===== src/rtl/uart_tx_arbiter_pkg.sv =====
// Shared definitions for the two-requester UART transmit arbiter:
// requester count, byte width, FSM state encoding and the latched frame record.
package uart_tx_arbiter_pkg;

    localparam int NUM_REQ = 2;
    localparam int BYTE_W  = 8;
    localparam int ID_W    = (NUM_REQ > 1) ? $clog2(NUM_REQ) : 1;

    typedef enum logic [1:0] {
        IDLE      = 2'd0,
        SEND      = 2'd1,
        WAIT_DONE = 2'd2
    } state_t;

    // Byte and owner captured on the accept cycle, held for the whole frame.
    typedef struct packed {
        logic [ID_W-1:0]   id;
        logic [BYTE_W-1:0] data;
    } frame_t;

endpackage


===== src/rtl/uart_tx_arbiter_if.sv =====
// Requester and transmitter handshake bundle for uart_tx_arbiter.
// master = arbiter side, slave = requesters plus UART transmitter.
interface uart_tx_arbiter_if;
    import uart_tx_arbiter_pkg::*;

    logic [NUM_REQ-1:0] req_valid;
    logic [BYTE_W-1:0]  req_data0;
    logic [BYTE_W-1:0]  req_data1;
    logic [NUM_REQ-1:0] req_ready;
    logic               tx_send;
    logic [BYTE_W-1:0]  tx_data;
    logic               tx_active;
    logic               tx_done;
    logic [ID_W-1:0]    grant_id;
    logic               busy;
    logic               err_timeout;

    modport master (
        input  req_valid, req_data0, req_data1, tx_active, tx_done,
        output req_ready, tx_send, tx_data, grant_id, busy, err_timeout
    );

    modport slave (
        output req_valid, req_data0, req_data1, tx_active, tx_done,
        input  req_ready, tx_send, tx_data, grant_id, busy, err_timeout
    );

endinterface


===== src/rtl/uart_tx_arbiter_rr_pick.sv =====
// Round-robin picker: searches upward from the requester after 'last',
// so the most recently served requester has lowest priority.
module uart_rr_pick
    import uart_tx_arbiter_pkg::*;
#(
    parameter  int N  = NUM_REQ,
    localparam int IW = (N > 1) ? $clog2(N) : 1
) (
    input  logic [N-1:0]  req,
    input  logic [IW-1:0] last,
    output logic          gnt_vld,
    output logic [IW-1:0] gnt_idx
);

    logic [IW-1:0] cand;

    always_comb begin
        gnt_vld = 1'b0;
        gnt_idx = '0;
        cand    = '0;
        for (int k = 1; k <= N; k++) begin
            cand = IW'((int'(last) + k) % N);
            if (!gnt_vld && req[cand]) begin
                gnt_vld = 1'b1;
                gnt_idx = cand;
            end
        end
    end

endmodule


===== src/rtl/uart_tx_arbiter.sv =====
// Arbitrates two byte requesters onto one UART transmitter, one frame at a time.
// Define TX_TIMEOUT_EN to build the SEND/WAIT_DONE abort counter (TIMEOUT_CYCLES).
module uart_tx_arbiter
    import uart_tx_arbiter_pkg::*;
#(
    parameter int TIMEOUT_CYCLES = 4096
) (
    input  logic              clock,
    input  logic              reset_n,
    uart_tx_arbiter_if.master bus
);

    state_t                         state, state_nx;
    frame_t                         cur;
    logic [ID_W-1:0]                last_grant;
    logic [NUM_REQ-1:0][BYTE_W-1:0] req_data;
    logic                           pick_vld;
    logic [ID_W-1:0]                pick_idx;
    logic                           accept;
    logic                           frame_end;
    logic                           tmo_hit;
    logic                           busy;

    assign req_data[0] = bus.req_data0;
    assign req_data[1] = bus.req_data1;

    uart_rr_pick #(.N(NUM_REQ)) u_pick (
        .req     (bus.req_valid),
        .last    (last_grant),
        .gnt_vld (pick_vld),
        .gnt_idx (pick_idx)
    );

    assign busy = (state != IDLE);

    // reset_n gates accept so req_ready is forced low while reset is held.
    always_comb begin
        state_nx  = state;
        accept    = 1'b0;
        frame_end = 1'b0;
        unique case (state)
            IDLE: begin
                if (pick_vld && reset_n) begin
                    accept   = 1'b1;
                    state_nx = SEND;
                end
            end
            SEND: begin
                if (bus.tx_active) state_nx = WAIT_DONE;
            end
            WAIT_DONE: begin
                if (bus.tx_done && !bus.tx_active) begin
                    state_nx  = IDLE;
                    frame_end = 1'b1;
                end
            end
            default: state_nx = IDLE;
        endcase
        if (tmo_hit) begin
            state_nx  = IDLE;
            frame_end = 1'b1;
        end
    end

    for (genvar g = 0; g < NUM_REQ; g++) begin : g_rdy
        assign bus.req_ready[g] = accept && (pick_idx == ID_W'(g));
    end

    always_ff @(posedge clock or negedge reset_n) begin
        if (!reset_n) begin
            state      <= IDLE;
            cur        <= '0;
            last_grant <= '1;
        end else begin
            state <= state_nx;
            if (accept)    cur        <= '{id: pick_idx, data: req_data[pick_idx]};
            if (frame_end) last_grant <= cur.id;
        end
    end

    assign bus.tx_send  = (state == SEND);
    assign bus.tx_data  = cur.data;
    assign bus.grant_id = cur.id;
    assign bus.busy     = busy;

`ifdef TX_TIMEOUT_EN
    localparam int TMO_W = (TIMEOUT_CYCLES > 1) ? $clog2(TIMEOUT_CYCLES) : 1;

    logic [TMO_W-1:0] tmo_cnt;
    logic             err_q;

    // Counter starts at 0 on the first SEND cycle; the abort pulse is
    // registered so it appears on the cycle the FSM is back in IDLE.
    assign tmo_hit = busy && (tmo_cnt == TMO_W'(TIMEOUT_CYCLES - 1));

    always_ff @(posedge clock or negedge reset_n) begin
        if (!reset_n) begin
            tmo_cnt <= '0;
            err_q   <= 1'b0;
        end else begin
            err_q <= tmo_hit;
            if (accept)    tmo_cnt <= '0;
            else if (busy) tmo_cnt <= tmo_cnt + TMO_W'(1);
        end
    end

    assign bus.err_timeout = err_q;
`else
    logic unused_tmo_cfg;

    assign unused_tmo_cfg  = (TIMEOUT_CYCLES > 0);
    assign tmo_hit         = 1'b0;
    assign bus.err_timeout = 1'b0;
`endif

endmodule


===== src/flat_wrapper.sv =====
// flat-port wrapper written by rule: the top's interface ports become plain ports
module uart_tx_arbiter_flat import uart_tx_arbiter_pkg::*;
#(
    parameter int TIMEOUT_CYCLES = 4096
)
  (clock, reset_n, bus_req_valid, bus_req_data0, bus_req_data1, bus_tx_active, bus_tx_done, bus_req_ready, bus_tx_send, bus_tx_data, bus_grant_id, bus_busy, bus_err_timeout);
  uart_tx_arbiter_if bus_i ();
  input  logic clock;
  input  logic reset_n;
  input wire logic [$bits(bus_i.req_valid)-1:0] bus_req_valid;
  input wire logic [$bits(bus_i.req_data0)-1:0] bus_req_data0;
  input wire logic [$bits(bus_i.req_data1)-1:0] bus_req_data1;
  input wire logic [$bits(bus_i.tx_active)-1:0] bus_tx_active;
  input wire logic [$bits(bus_i.tx_done)-1:0] bus_tx_done;
  output wire logic [$bits(bus_i.req_ready)-1:0] bus_req_ready;
  output wire logic [$bits(bus_i.tx_send)-1:0] bus_tx_send;
  output wire logic [$bits(bus_i.tx_data)-1:0] bus_tx_data;
  output wire logic [$bits(bus_i.grant_id)-1:0] bus_grant_id;
  output wire logic [$bits(bus_i.busy)-1:0] bus_busy;
  output wire logic [$bits(bus_i.err_timeout)-1:0] bus_err_timeout;
  assign bus_i.req_valid = bus_req_valid;
  assign bus_i.req_data0 = bus_req_data0;
  assign bus_i.req_data1 = bus_req_data1;
  assign bus_i.tx_active = bus_tx_active;
  assign bus_i.tx_done = bus_tx_done;
  assign bus_req_ready = bus_i.req_ready;
  assign bus_tx_send = bus_i.tx_send;
  assign bus_tx_data = bus_i.tx_data;
  assign bus_grant_id = bus_i.grant_id;
  assign bus_busy = bus_i.busy;
  assign bus_err_timeout = bus_i.err_timeout;
  uart_tx_arbiter #(.TIMEOUT_CYCLES(TIMEOUT_CYCLES)) u_core (.clock(clock), .reset_n(reset_n), .bus(bus_i));
endmodule

===== config.mk =====
export PLATFORM = sky130hd
export DESIGN_NAME = uart_tx_arbiter_flat
export DESIGN_NICKNAME = d
export VERILOG_FILES = /design/src/rtl/uart_tx_arbiter_pkg.sv /design/src/rtl/uart_tx_arbiter_if.sv /design/src/rtl/uart_tx_arbiter_rr_pick.sv /design/src/rtl/uart_tx_arbiter.sv /design/src/flat_wrapper.sv
export SDC_FILE = /design/constraint.sdc
export NUM_CORES = 1
export LEC_CHECK = 0
export ABC_AREA = 1
export CAP_MARGIN = 20
export CORE_AREA = 2 2 45 47
export CTS_BUF_LIST = sky130_fd_sc_hd__clkbuf_8
export CTS_CLUSTER_DIAMETER = 30
export CTS_CLUSTER_SIZE = 10
export DETAILED_ROUTE_END_ITERATION = 8
export DIE_AREA = 0 0 47 49
export GPL_ROUTABILITY_DRIVEN = 0
export PLACE_DENSITY = 0.83
export SYNTH_ARGS = -nofsm -noshare
export SYNTH_HDL_FRONTEND = slang
export SYNTH_SLANG_ARGS = --single-unit

===== constraint.sdc =====
create_clock -name clock -period 1.5 [get_ports clock]
set_input_delay 0.3 -clock clock [delete_from_list [all_inputs] [get_ports clock]]
set_output_delay 0.3 -clock clock [all_outputs]
set_load 0.01 [all_outputs]

After elaboration in Yosys (flattened, before gate mapping)

Index checks and enable logic that the tools add are counted.

Bits in writable memories: 0
Bits in read-only memories: 0
Memories kept: 0
Latch bits: 0
Register bits after elaboration: 12

Shift operators: 0
Bitwise gates (word level): 1
$lt $le $gt $ge: 3
Reductions and logical operators: 10
Divide/modulo/power cells: 0
Equal/unequal tests: 5
$add $sub $neg: 2
$mul: 0
Muxes and demuxes: 18

Operators with widths:

| cell                                                        | number |
|---|---|
| 2-to-1 mux 8 bit                                            | 2 |
| 2-to-1 mux 1 bit                                            | 12 |
| less-than comparator 1 x 2 -> 1 bit (second input constant) | 3 |
| 2-to-1 mux 2 bit                                            | 3 |
| one-hot mux 2 bit (3 select lines)                          | 1 |
| logical AND 1 bit                                           | 5 |
| != test 2 x 1 -> 1 bit (second input constant)              | 2 |
| AND reduction 3 bit                                         | 1 |
| adder 1 bit (second input constant)                         | 2 |
| == test 2 x 1 -> 1 bit (second input constant)              | 1 |
| == test 2 bit (second input constant)                       | 1 |
| logical NOT 1 bit                                           | 2 |
| logical NOT 2 bit                                           | 1 |
| != test 2 bit (second input constant)                       | 1 |
| nonzero test 2 bit                                          | 1 |
| NOT 1 bit                                                   | 1 |

Logic depth before layout (Yosys ltp)

Word-level depth: 11
Gate-level depth with buffers: 6
Gate-level depth less buffers: 6

Modules after synthesis

A second synthesis with hierarchy kept.

Cells, all modules: 94
Area, all modules: 653.1 um^2

By module, submodules not included:

| module          | cells an instance | times used | sequential area each (um^2) | area each (um^2) |
|---|---|---|---|---|
| uart_tx_arbiter | 91                | 1          | 301.5                       | 638.1 |
| uart_rr_pick    | 3                 | 1          | 0.0                         | 15.0 |

Worst setup path before layout

No wires, ideal clock.

Kind: reg-to-output
Start point: register u_core.last_grant
End point: output port bus_req_ready[0]
Slack: 0.204 ns
Required time: 1.200 ns
Cell stages (with the launch flop): 5
Buffers on the path: 0
Data arrival time: 0.996 ns
Cells stage by stage: dfstp_2 > nand2_2 > nand2_2 > inv_1 > nor2_1

Longest elaborated chain between the ends: 11
Elaborated cells between the ends (all ways): 17

Ends and longest elaborated chain:

| element                                              | RTL line                      | RTL |
|---|---|---|
| start: declaration                                   | uart_tx_arbiter.sv:15         | `logic [ID_W-1:0] last_grant;` |
| start signal: assignment                             | uart_tx_arbiter.sv:77         | `if (frame_end) last_grant <= cur.id;` |
| adder 1 bit                                          | uart_tx_arbiter_rr_pick.sv:22 | `cand = IW'((int'(last) + k) % N);` |
| 2-to-1 mux 1 bit (not written as such) (2 in series) | uart_tx_arbiter_rr_pick.sv:23 | `if (!gnt_vld && req[cand]) begin` |
| 2-to-1 mux 1 bit                                     | uart_tx_arbiter_rr_pick.sv:23 |  |
| logical NOT 1 bit                                    | uart_tx_arbiter_rr_pick.sv:23 |  |
| logical AND 1 bit                                    | uart_tx_arbiter_rr_pick.sv:23 |  |
| 2-to-1 mux 1 bit                                     | uart_tx_arbiter_rr_pick.sv:23 |  |
| logical AND 1 bit                                    | uart_tx_arbiter.sv:43         | `if (pick_vld && reset_n) begin` |
| 2-to-1 mux 1 bit                                     | uart_tx_arbiter.sv:43         |  |
| 2-to-1 mux 1 bit                                     | uart_tx_arbiter.sv:41         | `unique case (state)` |
| logical AND 1 bit (*)                                | uart_tx_arbiter.sv:66         | `assign bus.req_ready[g] = accept && (pick_idx == ID_W'(g));` |
| end: declaration                                     | flat_wrapper.sv:15            | `output wire logic [$bits(bus_i.req_ready)-1:0] bus_req_ready;` |

Every way passes the cells marked *; elsewhere a longest branch is shown, timed or not. The select of a mux whose other input is x is not followed.

Worst setup path after layout

Start point: register u_core.state[1]
End point: output port bus_req_ready[0]

Longest elaborated chain between the ends: 3

Ends and longest elaborated chain:

| element                  | RTL line              | RTL |
|---|---|---|
| start: declaration       | uart_tx_arbiter.sv:13 | `state_t state, state_nx;` |
| start signal: assignment | uart_tx_arbiter.sv:75 | `state <= state_nx;` |
| logical NOT 2 bit        | uart_tx_arbiter.sv:41 |  |
| 2-to-1 mux 1 bit         | uart_tx_arbiter.sv:41 |  |
| logical AND 1 bit        | uart_tx_arbiter.sv:66 |  |

No other way between the ends.

==> results.py <==
metrics = {
    "die": {
        "die_w_um": 47,
        "io_pins": 36,
        "die_area_um2": 2303,
        "row_count": 16,
        "core_area_um2": 1842,
        "die_height_um": 49,
        "initial_core_util": 0.3607,
    },
    "global_route": {
        "track_usage": 0.2009,
        "grt-ovfl-total": 0,
        "grt_max_degree": 12,
        "grt_pass1_wl_um": 3187,
        "grt_pass1_vias": 686,
        "antenna_found_initial": 0,
    },
    "synthesis": {
        "syn_avg_cell_area_um2": 7.301,
        "synth_enable_flop_cells": 0,
        "synth.distinct_cells": 17,
        "ys_seq_area_frac": 0.4539,
        "ys_warn_count": 0,
        "synth_area_leaders": "dfrtp_1 41%, nand2_1 27%, nand3_1 6.0%",
        "synthArstFlopShare": 1.000,
        "ys_dominant_reg_cell": "dfrtp_1",
        "synth_common_cells": "48 x nand2_1, 11 x dfrtp_1, 8 x nand3_1",
        "synth_fp_nets": 113,
        "synth_cells": 91,
        "synth-seq-cells": 12,
        "synth_area_leader_cell": "dfrtp_1",
        "yosys.cell_count.top_type": "nand2_1",
        "synth_area_um2": 664.4,
        "synth_top_area_frac": 0.4143,
    },
    "setup_path": {
        "cp-start-kind": "register",
        "critPathLaunch": "u_core.state[1]$_DFFE_PN0P_",
        "crit_family": "flip-flops",
        "critPathSlowestCell": "dfrtp_1",
        "crit_chain": "nor2_4 > buf_4 > nand3_2 > nor2_1 > buf_2",
        "path_buf_inv": 2,
        "end_kind": "output port",
        "worstSetupPathType": "reg2out",
        "max_stage_delay_ps": 400,
        "crit_path_max_fanout": 2,
        "worst-endpoint-arrival_ps": 1180,
        "r2r_start": "u_core.state[1]$_DFFE_PN0P_",
        "crit_required_ps": 1200,
    },
    "clock_network": {
        "cts_made_buffers": 3,
        "cts_tree": "done",
        "cts_root_buf": "clkbuf_8",
        "cts.path.max_buffers": 2,
        "cts.sinks": 12,
        "clock_latency_ps": 240,
        "cts.clk_slew.worst_paths_ps": 60,
        "cts_hold_buf": 0,
        "htree_levels": 1,
    },
    "sta": {
        "finalMaxSlewViolations": 0,
        "holdWs_ps": 187.0,
        "period_minus_slack_ps": 1479,
        "setup_viol": 0,
        "max_freq_mhz": 676.2,
        "fin_crit_sh": 0.9860,
        "skew_ps": 3.312,
        "hold_violations": 0,
        "rsz0062_at_grt": "true",
    },
    "power": {
        "finalPower_mw": 1.839,
        "p_leak_nw": 0.6135,
        "irDropWorstVdd_v": 0.0008763,
        "power-per-cell-area_nw_per_um2": 1599,
    },
    "finish": {
        "nets": 161,
        "num-fill-cells": 175,
        "diodes": 0,
        "area_delta_synth_final_pct": 73.07,
        "layout-drive-gt1-share": 0.2319,
    },
    "placed_design": {
        "port_buffers": 34,
        "dp_hpwl_um": 1549,
    },
    "drt": {
        "drt_first_pass_iters": 4,
        "drc_errors": 0,
        "finalWirelength_um": 1981,
        "drtIter0Drc": 10,
        "wl_per_cell_um": 12.01,
        "ant_nets": 0,
        "post_drt_via_cell_ratio": 4.418,
        "vias": 729,
    },
    "run": {
        "cap_viol_max_count": 0,
    },
    "status": {
        "status": "finished, final reports clean",
    },
    "worst_hold_path": {
        "min-delay-path-class": "in2async",
    },
}
==> through the flow <==
stage	area, um2	worst slack [ps]	std cells	utilization	setup TNS, ps
after global routing	1150	-44.62	165	0.6243	-55.78
after CTS	1147	-3.300	165	0.6230	-3.300
final	1150	21.07	165	0.6243	0
after floorplan	664.4	204.1	91	-	0
after detailed placement	1095	-557.7	160	0.5944	-1655
after global placement	1095	-500.7	160	0.5944	-1079
==> placed cells by master (no fill, tap or decap) <==
cell / instances
nand2_1: 48
clkdlybuf4s50_1: 26
buf_4: 12
dfrtp_1: 11
nand3_1: 8
clkbuf_8: 4
nor2_4: 3
inv_2: 3
inv_1: 3
nand2_2: 3
dlygate4sd2_1: 3
o21ai_0: 2
buf_2: 2
or2_1: 1
nand3_2: 1
nor2_1: 1
o21ai_2: 1
nand4_1: 1
conb_1: 1
clkbuf_2: 1
dlymetal6s2s_1: 1
buf_6: 1
dfstp_2: 1
==> layer usage <==
metal,wire (um),up-vias,track usage
met5,0,-,0
met2,1016,22,0.2991
li1,-,374,-
met4,16,0,0.06944
met3,80,2,0.05556
met1,868,331,0.2753
==> what timing repair did <==
item | 4_1_cts | 5_1_grt
pin swaps | 1 | 3
buffers inserted | 1 | 0
gates cloned | 0 | 0
endpoints found under the setup margin | 4 | 5
gates resized for setup | 17 | 7
==> worst reg2reg max path: stages (launching register included) <==
cell	delay (ps)
dfrtp_1	400
nor2_4	130
buf_4	120
nand3_2	80
buf_4	180
nand2_1	60
nand2_1	70
==> cells by family after synthesis <==
logic type             count (synthesis)  share of synthesized area
AO/OA/AOI/OAI                          3                    0.02825
buffers and inverters                  9                    0.07344
flip-flops                            12                     0.4539
other                                  1                   0.005644
AND/OR/NAND/NOR                       66                     0.4388
==> cell type report <==
cell class	count	area, um2	area share
timing repair buffer	46	415.4	0.3613
multi-input combinational	70	321.6	0.2797
sequential	12	301.5	0.2622
clock buffer	4	55.05	0.04788
tap	27	33.78	0.02938
inverter	6	22.52	0.01959
==> sequential cells by signal, indices dropped and copies added (netlist names) <==
| register | count |
|---|---|
| u_core.state | 2 |
| u_core.bus.grant_id | 1 |
| u_core.bus.tx_data | 8 |
| u_core.last_grant | 1 |
==> path summary, 6_finish.rpt <==
| kind | end | slack (ps) | cells after the start |
|---|---|---|---|
| hold reg to reg | u_core.bus.tx_data[3]$_DFFE_PN0N_ | 480 | 2 |
| min in group clock | u_core.bus.tx_data[3]$_DFFE_PN0N_ | 480 | 2 |
| setup / recovery | bus_req_ready[0] | 20 | 5 |
| setup reg to reg | u_core.bus.grant_id$_DFFE_PN0N_ | 350 | 6 |
| max in group asynchronous | u_core.last_grant$_DFFE_PN1P_ | 1020 | 2 |
| hold / removal | u_core.bus.tx_data[4]$_DFFE_PN0N_ | 190 | 2 |
==> power breakdown <==
group / internal [mW] / switching (mW)
clock network: 0.232 / 0.126
registers: 0.475 / 0.0982
logic: 0.480 / 0.426
total: 1.19 / 0.651
(Power assumes the default switching activity.)
